--- config.mk ---
export PLATFORM = sky130hd
export DESIGN_NAME = ov7670_capture
export DESIGN_NICKNAME = d
export VERILOG_FILES = /design/src/rtl/ov7670_pkg.sv /design/src/rtl/ov7670_sync.sv /design/src/rtl/ov7670_capture.sv
export SDC_FILE = /design/constraint.sdc
export NUM_CORES = 1
export LEC_CHECK = 0
export CAP_MARGIN = 20
export CORE_MARGIN = 3
export CORE_UTILIZATION = 55
export DETAILED_ROUTE_END_ITERATION = 6
export GPL_ROUTABILITY_DRIVEN = 0
export PLACE_DENSITY = 0.83
export SYNTH_ARGS = -nofsm -noshare
export SYNTH_HDL_FRONTEND = slang
export SYNTH_SLANG_ARGS = --single-unit
--- constraint.sdc ---
create_clock -name clk -period 3.71 [get_ports clk]
set_input_delay 0.742 -clock clk [delete_from_list [all_inputs] [get_ports clk]]
set_output_delay 0.742 -clock clk [all_outputs]
set_load 0.01 [all_outputs]
--- src/rtl/ov7670_pkg.sv ---
`default_nettype none
// +----------------------------------------------------------------------+
// | Module  : ov7670_pkg                                                  |
// | Brief   : Shared widths, FSM encoding and pixel packing helper for    |
// |           the OV7670 capture path.                                    |
// | Revision: 1.0                                                         |
// +----------------------------------------------------------------------+
package ov7670_pkg;

    localparam int RGB565_W  = 16;
    localparam int OV_DATA_W = 8;

    localparam logic [1:0] ST_IDLE    = 2'd0;
    localparam logic [1:0] ST_ARM     = 2'd1;
    localparam logic [1:0] ST_CAPTURE = 2'd2;

    // The camera delivers the high byte first on every pixel.
    function automatic logic [RGB565_W-1:0] rgb565_pack(
        input logic [OV_DATA_W-1:0] hi,
        input logic [OV_DATA_W-1:0] lo
    );
        return {hi, lo};
    endfunction

endpackage
`default_nettype wire

--- src/rtl/ov7670_sync.sv ---
`default_nettype none
// +----------------------------------------------------------------------+
// | Module  : ov7670_sync                                                 |
// | Brief   : Synchronizer bank for the camera pins with registered edge  |
// |           detects, keeping data aligned with pclk/href/vsync.         |
// | Revision: 1.0                                                         |
// +----------------------------------------------------------------------+
module ov7670_sync
    import ov7670_pkg::*;
#(
    parameter int SYNC_STAGES = 2
)
(
    input  logic                 clk,
    input  logic                 reset,
    input  logic                 pclk_in,
    input  logic                 href_in,
    input  logic                 vsync_in,
    input  logic [OV_DATA_W-1:0] data_in,
    output logic                 pclk_rise,
    output logic                 href_lvl,
    output logic                 href_fall,
    output logic                 vsync_rise,
    output logic                 vsync_fall,
    output logic [OV_DATA_W-1:0] data_out
);

    localparam int BUS_W = OV_DATA_W + 3;

    logic [BUS_W-1:0]     r_chain [SYNC_STAGES];
    logic                 r_pclk_prev;
    logic                 r_href_prev;
    logic                 r_vsync_prev;

    logic [BUS_W-1:0]     w_tail;
    logic                 w_pclk;
    logic                 w_href;
    logic                 w_vsync;
    logic [OV_DATA_W-1:0] w_data;

    assign w_tail  = r_chain[SYNC_STAGES-1];
    assign w_pclk  = w_tail[BUS_W-1];
    assign w_href  = w_tail[BUS_W-2];
    assign w_vsync = w_tail[BUS_W-3];
    assign w_data  = w_tail[OV_DATA_W-1:0];

    // All pins share one chain so a byte never skews against its pclk edge.
    always_ff @(posedge clk) begin
        if (reset) begin
            for (int i = 0; i < SYNC_STAGES; i++) begin
                r_chain[i] <= '0;
            end
            r_pclk_prev  <= 1'b0;
            r_href_prev  <= 1'b0;
            r_vsync_prev <= 1'b0;
            pclk_rise    <= 1'b0;
            href_lvl     <= 1'b0;
            href_fall    <= 1'b0;
            vsync_rise   <= 1'b0;
            vsync_fall   <= 1'b0;
            data_out     <= '0;
        end else begin
            r_chain[0] <= {pclk_in, href_in, vsync_in, data_in};
            for (int i = 1; i < SYNC_STAGES; i++) begin
                r_chain[i] <= r_chain[i-1];
            end
            r_pclk_prev  <= w_pclk;
            r_href_prev  <= w_href;
            r_vsync_prev <= w_vsync;
            pclk_rise    <= w_pclk & ~r_pclk_prev;
            href_lvl     <= w_href;
            href_fall    <= r_href_prev & ~w_href;
            vsync_rise   <= w_vsync & ~r_vsync_prev;
            vsync_fall   <= r_vsync_prev & ~w_vsync;
            data_out     <= w_data;
        end
    end

endmodule
`default_nettype wire

--- src/rtl/ov7670_capture.sv ---
`default_nettype none
// +----------------------------------------------------------------------+
// | Module  : ov7670_capture                                              |
// | Brief   : Oversampled OV7670 capture: pairs bytes into RGB565 pixels  |
// |           and writes them to a linear frame buffer.                   |
// | Revision: 1.0                                                         |
// +----------------------------------------------------------------------+
module ov7670_capture
    import ov7670_pkg::*;
#(
    parameter int IMG_W       = 320,
    parameter int IMG_H       = 240,
    parameter int ADDR_W      = 17,
    parameter int SYNC_STAGES = 2
)
(
    input  logic                 clk,
    input  logic                 reset,
    input  logic                 enable,
    input  logic                 ov_pclk,
    input  logic                 href,
    input  logic                 vsync,
    input  logic [OV_DATA_W-1:0] ov_data,
    output logic                 we,
    output logic [ADDR_W-1:0]    wAddr,
    output logic [RGB565_W-1:0]  wData,
    output logic                 frame_start,
    output logic                 frame_done,
    output logic [7:0]           frame_cnt,
    output logic                 overflow_err,
    input  logic                 err_clr
);

    localparam int XW = $clog2(IMG_W + 1);
    localparam int YW = $clog2(IMG_H + 1);

    logic                 w_pclk_rise;
    logic                 w_href;
    logic                 w_href_fall;
    logic                 w_vsync_rise;
    logic                 w_vsync_fall;
    logic [OV_DATA_W-1:0] w_data;

    logic [1:0]           r_state;
    logic [XW-1:0]        r_x;
    logic [YW-1:0]        r_y;
    logic [ADDR_W-1:0]    r_line_base;
    logic                 r_phase;
    logic [OV_DATA_W-1:0] r_hi;

    logic                 w_capturing;
    logic                 w_byte;
    logic                 w_pair;
    logic                 w_in_range;
    logic                 w_drop;

    ov7670_sync #(
        .SYNC_STAGES (SYNC_STAGES)
    ) u_sync (
        .clk        (clk),
        .reset      (reset),
        .pclk_in    (ov_pclk),
        .href_in    (href),
        .vsync_in   (vsync),
        .data_in    (ov_data),
        .pclk_rise  (w_pclk_rise),
        .href_lvl   (w_href),
        .href_fall  (w_href_fall),
        .vsync_rise (w_vsync_rise),
        .vsync_fall (w_vsync_fall),
        .data_out   (w_data)
    );

    // Frame end and line end take precedence over any byte in the same cycle.
    assign w_capturing = enable && (r_state == ST_CAPTURE);
    assign w_byte      = w_capturing && !w_vsync_rise && !w_href_fall
                         && w_pclk_rise && w_href;
    assign w_pair      = w_byte && r_phase;
    assign w_in_range  = (r_x < XW'(IMG_W)) && (r_y < YW'(IMG_H));
    assign w_drop      = w_pair && !w_in_range;

    always_ff @(posedge clk) begin
        if (reset) begin
            r_state      <= ST_IDLE;
            r_x          <= '0;
            r_y          <= '0;
            r_line_base  <= '0;
            r_phase      <= 1'b0;
            r_hi         <= '0;
            we           <= 1'b0;
            wAddr        <= '0;
            wData        <= '0;
            frame_start  <= 1'b0;
            frame_done   <= 1'b0;
            frame_cnt    <= '0;
            overflow_err <= 1'b0;
        end else begin
            we          <= 1'b0;
            frame_start <= 1'b0;
            frame_done  <= 1'b0;

            if (w_drop) begin
                overflow_err <= 1'b1;
            end else if (err_clr) begin
                overflow_err <= 1'b0;
            end

            if (!enable) begin
                r_state <= ST_IDLE;
            end else begin
                case (r_state)
                    ST_IDLE: begin
                        r_state <= ST_ARM;
                    end
                    ST_ARM: begin
                        if (w_vsync_fall) begin
                            frame_start <= 1'b1;
                            r_x         <= '0;
                            r_y         <= '0;
                            r_line_base <= '0;
                            r_phase     <= 1'b0;
                            r_state     <= ST_CAPTURE;
                        end
                    end
                    ST_CAPTURE: begin
                        if (w_vsync_rise) begin
                            frame_done <= 1'b1;
                            frame_cnt  <= frame_cnt + 8'd1;
                            r_state    <= ST_ARM;
                        end else if (w_href_fall) begin
                            // An odd trailing byte never forms a pixel.
                            r_phase <= 1'b0;
                            if (r_x != '0) begin
                                r_x <= '0;
                                if (r_y < YW'(IMG_H)) begin
                                    r_y         <= r_y + 1'b1;
                                    r_line_base <= r_line_base + ADDR_W'(IMG_W);
                                end
                            end
                        end else if (w_byte) begin
                            if (!r_phase) begin
                                r_hi    <= w_data;
                                r_phase <= 1'b1;
                            end else begin
                                if (w_in_range) begin
                                    we    <= 1'b1;
                                    wData <= rgb565_pack(r_hi, w_data);
                                    wAddr <= r_line_base + ADDR_W'(r_x);
                                end
                                if (r_x < XW'(IMG_W)) begin
                                    r_x <= r_x + 1'b1;
                                end
                                r_phase <= 1'b0;
                            end
                        end
                    end
                    default: begin
                        r_state <= ST_IDLE;
                    end
                endcase
            end
        end
    end

endmodule
`default_nettype wire

==> results of run 1 <==
## synthesized netlist by cell type (2+ instances only)
master,instances,area share (%)
dfxtp_1,121,51
nand2_1,65,5.1
nor2_1,48,3.8
a21oi_1,43,4.5
nor2b_1,36,4.7
xnor2_1,17,3.1
nand4_1,16,2.1
nand3_1,14,1.5
ha_1,12,3.1
a211oi_1,11,1.7
buf_2,9,0.94
clkbuf_1,9,0.71
or4_1,9,1.4
xor2_1,9,1.7
inv_1,8,0.63
mux2i_1,8,1.7
buf_1,5,0.39
nor3b_1,5,0.79
o211ai_1,5,0.79
o21ai_1,5,0.52
and3_1,4,0.52
and4_1,4,0.73
nor3_1,4,0.42
o31ai_1,4,0.63
or3_1,4,0.52
a21o_1,3,0.47
a31oi_1,3,0.39
nand2b_1,3,0.39
o21ai_0,3,0.31
a22o_1,2,0.37
buf_4,2,0.31
buf_6,2,0.47
mux2_2,2,0.47
## worst max path at each step
stage / from / depth (start not counted) / slack (ns) / endpoint
CTS: r_state[0] / 7 / 1.38 / r_line_base[15]
global route: r_state[0] / 7 / 1.19 / r_line_base[15]
finish: r_state[0] / 7 / 1.37 / r_line_base[15]
detailed placement: enable / 5 / 0.88 / r_line_base[15]
global placement: enable / 5 / 0.99 / r_line_base[13]
floorplan: enable / 5 / 1.83 / r_x[6]
## per-layer routing
| layer | up-vias | global-route usage (%) | share of wire, % |
|---|---|---|---|
| met4 | 0 | 7.878 | 2.1 |
| met3 | 21 | 6.522 | 5.2 |
| met5 | - | 0 | 0 |
| met1 | 1748 | 26.32 | 44 |
| met2 | 104 | 34.87 | 48 |
| li1 | 1886 | - | - |
## cell families after synthesis
kind of cell | Yosys count | synth area share, %
compound gates | 83 | 10.46
flops | 121 | 50.77
other cells | 1 | 0.07860
buf+inv | 35 | 3.462
simple gates | 227 | 25.15
fa+ha+maj | 12 | 3.147
xor+xnor | 26 | 4.773
mux | 10 | 2.151
## power by group
part / leakage (nW) / total (mW) / internal [mW] / switching (mW)
Sequential: 0.980 / 1.32 / 1.32 / 0.00664
Clock: 0.285 / 1.61 / 0.990 / 0.622
Combinational: 0.889 / 0.0717 / 0.0298 / 0.0419
Total: 2.15 / 3.01 / 2.34 / 0.670
## registers in the layout, indices dropped and copies added (netlist names), 2 cells and up
register,cells
r_y,8
r_x,9
wAddr,17
u_sync.data_out,8
frame_cnt,8
wData,16
u_sync.r_chain,22
r_state,2
r_line_base,11
r_hi,8
## worst max-delay path, stage by stage, from the launching register on
cell     delay (ns)
dfxtp_1        0.35
inv_1          0.07
ha_1           0.31
nand2_2        0.10
and4_4         0.34
nand3_2        0.34
or4_1          0.61
a21oi_1        0.14
## metrics by stage
step / total power, mW / hold WS [ns] / instance area [µm²]
finish: 3.007 / 0.4106 / 5957
global route: 3.089 / 0.4248 / 5957
CTS: 3.027 / 0.4111 / 5957
detailed placement: 1.421 / 0.4024 / 5368
global placement: 1.418 / 0.3913 / 5368
floorplan: 1.397 / 0.3674 / 4771
## cell type report
type                    count  share of cell area [%]
clock buffers              18                   7.183
clock inverters            14                   2.710
inverters                   8                  0.5041
multi-input cells         359                   36.65
flip-flops and latches    121                   40.66
well taps                 105                   2.205
repair buffers             61                   10.08
==> metrics.cfg, run 1 <==
[hold_path]
min_path_type=flop to flop
min_path_cells=1
min_to=u_sync.vsync_rise
min_from=u_sync.r_vsync_prev

[placed_design]
pre_cts_ws_ns=0.8758
placedCellCount=654
portBuffers=59
dpl.hpwl_mm=6.566

[yosys]
dominantRegCellSynth=dfxtp_1
synth_edf_count=0
netlist_instances=515
syn-mean-instance-area_um2=9.264
async_reset_ff_share_pct=0
ys_seq_area_share_pct=50.77
yosysWarnings=0
synth_cell_types=53
ys_ff_latch=121
synth_nets=542
synth_area_um2=4771

[power_and_ir_drop]
p_leak_nw=2.155
ir_drop_mv=0.3600
powerDensity_nw_per_um2=504.7

[routing]
drtIter0Drc=153
firstDrtPassIters=4
drt-wirelength-per-cell_um=14.80
detail_route.vias_per_cell=5.480
postRouteAntennaNets=0
routed_wl_mm=10.16
route.detailed.drc=0
vias=3759

[die]
die_x_um=99.14
pin_count=60
die_area_um2=9828
die_h_um=99.14
start_util_pct=57.49
fp-row-count=33
coreArea_um2=8299

[setup_path]
critPathLaunchType=flop
r2r_slack_ns=1.37
worst-setup-path-type=flop to flop
reg2reg_depth=7
reg2reg_to=r_line_base[15]
cp_data_arrival_time_ns=2.78
cp_data_required_time_ns=4.15
end_kind=flop
cp_max_fo=22
r2r-start=r_state[0]

[timing]
tns_ns=0
slew_headroom_pct=41.88
setup_viol=0
finalCriticalPeriod_ns=2.343
finalHoldViolations=0
setup_ws_ns=1.367
finClkSkew_ns=0.008174
finalMaxSlewViolations=0
rsz0062_at_grt=no
fmax_ghz=0.4268
post-route-period-util_pct=63.15
tightestPinTransition_ns=0.8718

[global_routing]
grt_pass1_vias=3556
grt-ovfl-total=0
grt_max_degree=51
grt_pass1_wl_mm=16.84
grt_use_total_pct=21.22
grt_antenna_before_repair=0

[final_layout]
antennaDiodeCount=0
syn2layout_area_growth_pct=24.86
nets=595
seqCellArea_um2=2422
final_cell_mix=dfxtp_1 (121), nand2_1 (65), clkdlybuf4s50_1 (58)
n_fill_cell=569
layout_commonest_cell=dfxtp_1
final_cell_count_no_fill=686
drive_gt1_share_pct=8.090
fin_util_pct=71.78
multiInputGateArea_um2=2183

[clocking]
cts-htree-levels=4
clockRootBuffer=clkbuf_8
postCtsSetupRepairBufs=0
cts_buffers=17
clk_pin_slew_ns=0.06
cts_tree=built
clock-sinks=121
cts_resized=0
clk_latency_ns=0.51
cts_buffer_depth=2
cts_hold_buffers=0

[status]
status=finished clean

[run]
maxCapViolations=0

Note: power is estimated with default switching activity, not from simulation.
==> run 2: changes to the inputs <==
==> constraint.sdc (replaced) <==
create_clock -name clk -period 2.2 [get_ports clk]
set_input_delay 0.44 -clock clk [delete_from_list [all_inputs] [get_ports clk]]
set_output_delay 0.44 -clock clk [all_outputs]
set_load 0.01 [all_outputs]
==> run 2 against run 1 <==
Against the previous run:
- via count increased by 3.1%
- setup slack got worse by 1.3 ns
- clock skew decreased by 0.0021 ns
- die area unchanged
==> metrics.cfg, run 2 (same netlist as run 1, synthesis figures left out) <==
[routing]
dr_wl_met3_um=579  ; +10%
highest_layer=met4
wirelength_met1_mm=4.425  ; -2.0%
detail_route.vias_per_cell=5.514  ; +0.62%
routed_wl_mm=10.66  ; +4.9%
vias=3876  ; +3.1%
firstDrtPassIters=4  ; unchanged
drt-wirelength-per-cell_um=15.16  ; +2.4%
route.detailed.drc=0  ; unchanged
wl_met2_mm=5.380  ; +9.7%
drtIter0Drc=115  ; -25%
postRouteAntennaNets=0  ; unchanged

[global_routing]
grt_antenna_before_repair=0  ; unchanged
grt_pass1_vias=3817  ; +7.3%
grt_max_degree=67  ; +31%
grt_use_total_pct=22.93  ; +1.7 points
grt_pass1_wl_mm=18.03  ; +7.0%
grt-ovfl-total=0  ; unchanged

[placed_design]
portBuffers=59  ; unchanged
pre_cts_ws_ns=-0.01297  ; -0.8888 ns
dpl.hpwl_mm=7.040  ; +7.2%
placedCellCount=671  ; +2.6%

[power_and_ir_drop]
total_power_mw=4.888  ; +63%
powerDensity_nw_per_um2=800.9  ; +59%
ir_drop_mv=0.6108  ; +70%
p_leak_nw=2.227  ; +3.3%

[clocking]
cts_hold_buffers=0  ; unchanged
clock-sinks=121  ; unchanged
cts_buffer_depth=2  ; unchanged
clk_pin_slew_ns=0.06  ; about the same
clk_latency_ns=0.52  ; about the same
cts_buffers=17  ; unchanged
cts_tree=built
clockRootBuffer=clkbuf_8
cts-htree-levels=4  ; unchanged

[setup_path]
reg2reg_to=r_line_base[10]
worstSetupStartpoint=r_state[1]
end_kind=flop
cp_data_arrival_time_ns=2.57  ; -0.21 ns
worst-setup-path-type=flop to flop
r2r-start=r_state[1]
r2r_slack_ns=0.09  ; -1.27 ns
cp_max_fo=7  ; -68%
reg2reg_depth=7  ; unchanged
cp_data_required_time_ns=2.66  ; -1.49 ns
critPathLaunchType=flop

[hold_path]
min_to=u_sync.vsync_rise
min_from=u_sync.r_vsync_prev
min_path_type=flop to flop
min_path_cells=1  ; unchanged

[timing]
tightestPinTransition_ns=0.6184  ; -0.2534 ns
fmax_ghz=0.4750  ; +11%
setup_ws_ns=0.09453  ; -1.273 ns
finalMaxSlewViolations=0  ; unchanged
worst_hold_slack_ns=0.4064  ; -0.004201 ns
finClkSkew_ns=0.006058  ; -0.002115 ns
rsz0062_at_grt=no
finalHoldViolations=0  ; unchanged
post-route-period-util_pct=95.70  ; +33 points
slew_headroom_pct=58.77  ; +17 points
setup_viol=0  ; unchanged
finalCriticalPeriod_ns=2.105  ; -0.2375 ns
tns_ns=0  ; unchanged

[final_layout]
largestRegisters=u_sync.r_chain x22, wAddr x17, wData x16
drive_gt1_share_pct=11.04  ; +2.9 points
antennaDiodeCount=0  ; unchanged
final_cell_mix=dfxtp_1 (121), nand2_1 (65), clkdlybuf4s50_1 (58)
syn2layout_area_growth_pct=27.93
nets=613  ; +3.0%
regMostFlops=u_sync.r_chain
n_fill_cell=570  ; +0.18%
layout_commonest_cell=dfxtp_1
final_cell_count_no_fill=703  ; +2.5%
largest_reg_flops=22  ; unchanged

[status]
status=finished clean

[die]
start_util_pct=57.49  ; unchanged
pin_count=60  ; unchanged
fp-row-count=33  ; unchanged
die_area_um2=9828  ; unchanged
die_x_um=99.14  ; unchanged
coreArea_um2=8299  ; unchanged
die_h_um=99.14  ; unchanged

[run]
maxCapViolations=0  ; unchanged

==> run 2: cell count changes in the layout (fill, tap and decap cells not counted), sizes merged <==
cell and delta:
clkbuf -1, clkinv +4, inv -5, buf +18, clkinvlp +2, bufinv -1
==> run 2: final cells by class <==
type / count / area [µm²] / area share, %
inverter: 8 / 30.03 / 0.4920
clock inverter: 14 / 127.6 / 2.091
tap: 105 / 131.4 / 2.153
timing repair buffer: 79 / 773.2 / 12.67
multi-input combinational: 359 / 2205 / 36.12
clock buffer: 17 / 414.1 / 6.786
sequential: 121 / 2422 / 39.69
==> run 2: worst max-delay path by stage <==
| stage | endpoint | slack (ns) | cells after the start |
|---|---|---|---|
| floorplan | r_line_base[16] | 0.33 | 8 |
| global placement | r_y[6] | 0.04 | 6 |
| detailed placement | r_line_base[13] | -0.01 | 5 |
| CTS | r_line_base[14] | 0.01 | 7 |
| global route | r_line_base[10] | 0.02 | 8 |
| finish | r_line_base[10] | 0.09 | 7 |
==> run 2: critical path: stages, from the launching register on <==
cell and delay (ns):
dfxtp_1 0.41, inv_1 0.10, ha_1 0.30, and4_4 0.17, buf_4 0.17, a21o_2 0.27, or4_1 0.53, nand2_1 0.10
==> run 2: routing by layer <==
| layer | vias up | global-route usage, % |
|---|---|---|
| met5 | - | 0 |
| met4 | 0 | 10.29 |
| met3 | 30 | 6.381 |
| met2 | 115 | 39.10 |
| met1 | 1811 | 26.89 |
| li1 | 1920 | - |
==> run 2: what timing repair did <==
action,4_1_cts,5_1_grt
resized for setup,0,4
setup buffers,0,1
endpoints found under the setup margin,0,11
==> run 2: power breakdown <==
group,internal [mW],switching (mW)
logic,0.0621,0.0742
clock network,1.49,1.03
registers,2.22,0.0115
==> run 2: per-stage QoR <==
step | instance area [µm²] | util, %
after CTS | 6075 | 73.19
after global routing | 6103 | 73.54
after global placement | 5533 | 66.67
after detailed placement | 5533 | 66.67
final | 6103 | 73.54
after floorplan | 4771 | -
==> run 3: changes to the inputs <==
--- a/config.mk
+++ b/config.mk
@@ -5,11 +5,13 @@
 export SDC_FILE = /design/constraint.sdc
 export NUM_CORES = 1
 export LEC_CHECK = 0
+export ABC_AREA = 0
 export CAP_MARGIN = 20
-export CORE_MARGIN = 3
+export CORE_MARGIN = 2
 export CORE_UTILIZATION = 55
 export DETAILED_ROUTE_END_ITERATION = 6
 export GPL_ROUTABILITY_DRIVEN = 0
+export GPL_TIMING_DRIVEN = 0
 export PLACE_DENSITY = 0.83
 export SYNTH_ARGS = -nofsm -noshare
 export SYNTH_HDL_FRONTEND = slang
==> run 3 against run 2 <==
Against the previous run:
- cell area about the same
- register-to-register slack improved by 0.02 ns
- utilization about the same
- global-route usage increased by 1.5 points
- via count increased by 3.7%
- largest cell class unchanged
- worst hold slack got worse by 0.0086 ns
- setup slack improved by 0.025 ns
- first-iteration DRC count increased by 99%
- critical path depth increased by 1
- critical path type unchanged
- flip-flop and latch count unchanged
- non-clock buffer count increased by 7
- combinational power increased by 3%
==> metrics.cfg, run 3 (same netlist as run 1, synthesis figures left out) <==
[placed_design]
dpl.hpwl_mm=7.366  ; +4.6%
portBuffers=59  ; unchanged
place_area_um2=5493  ; -0.72%

[clocking]
postCtsSetupRepairBufs=0  ; unchanged
cts_hold_buffers=0  ; unchanged
clk_latency_ns=0.52  ; about the same
clockRootBuffer=clkbuf_8
clock-sinks=121  ; unchanged
cts_tree=built
cts_buffer_depth=2  ; unchanged
clk_pin_slew_ns=0.06  ; about the same
cts_resized=3  ; +3
cts_buffers=17  ; unchanged
cts-htree-levels=4  ; unchanged

[die]
fp-row-count=33  ; unchanged
die_x_um=97.14  ; -2.0%
coreArea_um2=8299  ; unchanged
pin_count=60  ; unchanged
die_h_um=97.14  ; -2.0%
start_util_pct=57.49  ; unchanged
die_area_um2=9435  ; -4.0%

[setup_path]
r2r-start=r_state[0]
cp_data_arrival_time_ns=2.49  ; -0.08 ns
max_stage_delay_ns=0.32  ; -0.21 ns
end_kind=flop
reg2reg_depth=8  ; +1
worst-setup-path-type=flop to flop
critPathLaunchType=flop
cp_max_fo=10  ; +3
r2r_slack_ns=0.12  ; +0.02 ns
cp_cell_sequence=inv_1 > ha_2 > and2b_1 > nand3_1 > nor2_4 > buf_2 > nor2_1 > a211oi_1
cp_data_required_time_ns=2.61  ; -0.05 ns
worstSetupStartpoint=r_state[0]
reg2reg_to=wAddr[4]
crit_slowest_cell=dfxtp_1

[timing]
finalCriticalPeriod_ns=2.081  ; -0.02494 ns
rsz0062_at_grt=no
post-route-period-util_pct=94.57  ; -1.1 points
finalHoldViolations=0  ; unchanged
tightestPinTransition_ns=0.5579  ; -0.06047 ns
finalMaxSlewViolations=0  ; unchanged
setup_viol=0  ; unchanged
fmax_ghz=0.4806  ; +1.2%
slew_headroom_pct=62.63  ; +3.9 points
finClkSkew_ns=0.007057  ; +0.0009987 ns

[final_layout]
syn2layout_area_growth_pct=27.90  ; about the same
largest_reg_flops=22  ; unchanged
fin_util_pct=73.53  ; about the same
final_cell_mix=dfxtp_1 (120), nand2_1 (65), clkdlybuf4s50_1 (59)
largestRegisters=u_sync.r_chain x22, wAddr x17, wData x16
nets=620  ; +1.1%
drive_gt1_share_pct=10.41  ; -0.62 points
regMostFlops=u_sync.r_chain
finalInstanceArea_um2=6102  ; about the same
antennaDiodeCount=0  ; unchanged
layout_commonest_cell=dfxtp_1

[global_routing]
grt_use_total_pct=24.42  ; +1.5 points
grt_pass1_vias=4048  ; +6.1%
grt_max_degree=17  ; -75%
grt_pass1_wl_mm=18.58  ; +3.1%
grt_antenna_before_repair=0  ; unchanged
grt-ovfl-total=0  ; unchanged

[hold_path]
min_to=u_sync.pclk_rise
min_path_type=flop to flop
min_from=u_sync.r_pclk_prev
min_path_cells=1  ; unchanged

[power_and_ir_drop]
powerDensity_nw_per_um2=832.4  ; +3.9%
p_leak_nw=2.236  ; +0.43%
ir_drop_mv=0.5769  ; -5.5%

[status]
status=finished clean

[routing]
vias=4019  ; +3.7%
routed_wl_mm=11.28  ; +5.8%
route.detailed.drc=0  ; unchanged
drt-wirelength-per-cell_um=15.88  ; +4.8%
firstDrtPassIters=5  ; +1
drtIter0Drc=229  ; +99%
detail_route.vias_per_cell=5.661  ; +2.7%
postRouteAntennaNets=0  ; unchanged

[run]
maxCapViolations=0  ; unchanged

==> run 3: cell count changes in the layout (fill, tap and decap cells not counted), sizes merged <==
cell           delta
clkdlybuf4s50     +1
buf               -4
inv               +2
clkinv            -3
clkinvlp          -2
clkbuf           +12
bufinv            +1
==> run 3: power by group <==
| part | total, mW | internal, mW | switching, mW | leakage, nW |
|---|---|---|---|---|
| Sequential | 2.23 | 2.22 | 0.0127 | 0.981 |
| Clock | 2.71 | 1.68 | 1.03 | 0.282 |
| Combinational | 0.140 | 0.0593 | 0.0809 | 0.974 |
| Total | 5.08 | 3.96 | 1.12 | 2.24 |
==> run 3: layer usage <==
metal,wire length (µm),GRT usage (%),vias to the layer above
li1,-,-,1932
met1,4594,28.48,1895
met2,5668,41.08,168
met3,771,7.266,24
met4,241,11.70,0
met5,0,0,-
==> run 3: worst max path at each step <==
stage,endpoint,slack [ns]
floorplan,r_line_base[16],0.33
global placement,r_hi[7],-0.44
detailed placement,r_hi[7],-0.48
CTS,r_line_base[16],0.01
global route,wData[14],0.03
finish,wAddr[4],0.12
==> run 3: layout make-up <==
type                       instances  area [µm²]
clock buffer                      19       441.7
fill                             558        2197
inverter                           8       30.03
buffer                            27       138.9
multi-input combinational        359        2205
sequential                       121        2424
timing repair buffer              59       590.6
tap                              105       131.4
clock inverter                    12       141.4
==> run 3: worst max-delay path: cells and delay by family, from the launching register on <==
kind,cells,cell delay (ns)
and+or+nand+nor,4,0.75
adders and majority gates,1,0.29
DFF,1,0.32
buffers and inverters,2,0.38
AOI/OAI and AO/OA,1,0.24
==> run 3: through the flow <==
step	setup TNS (ns)	std cells	hold WS [ns]	total power, mW	setup slack, ns
final	0	710	0.3978	5.079	0.1195
after global routing	0	710	0.3919	5.221	0.03380
after CTS	0	710	0.3943	5.100	0.01488
after detailed placement	-16.37	679	0.3772	2.415	-0.4763
after global placement	-14.21	679	0.3741	2.410	-0.4374
after floorplan	0	515	0.3674	2.356	0.3269
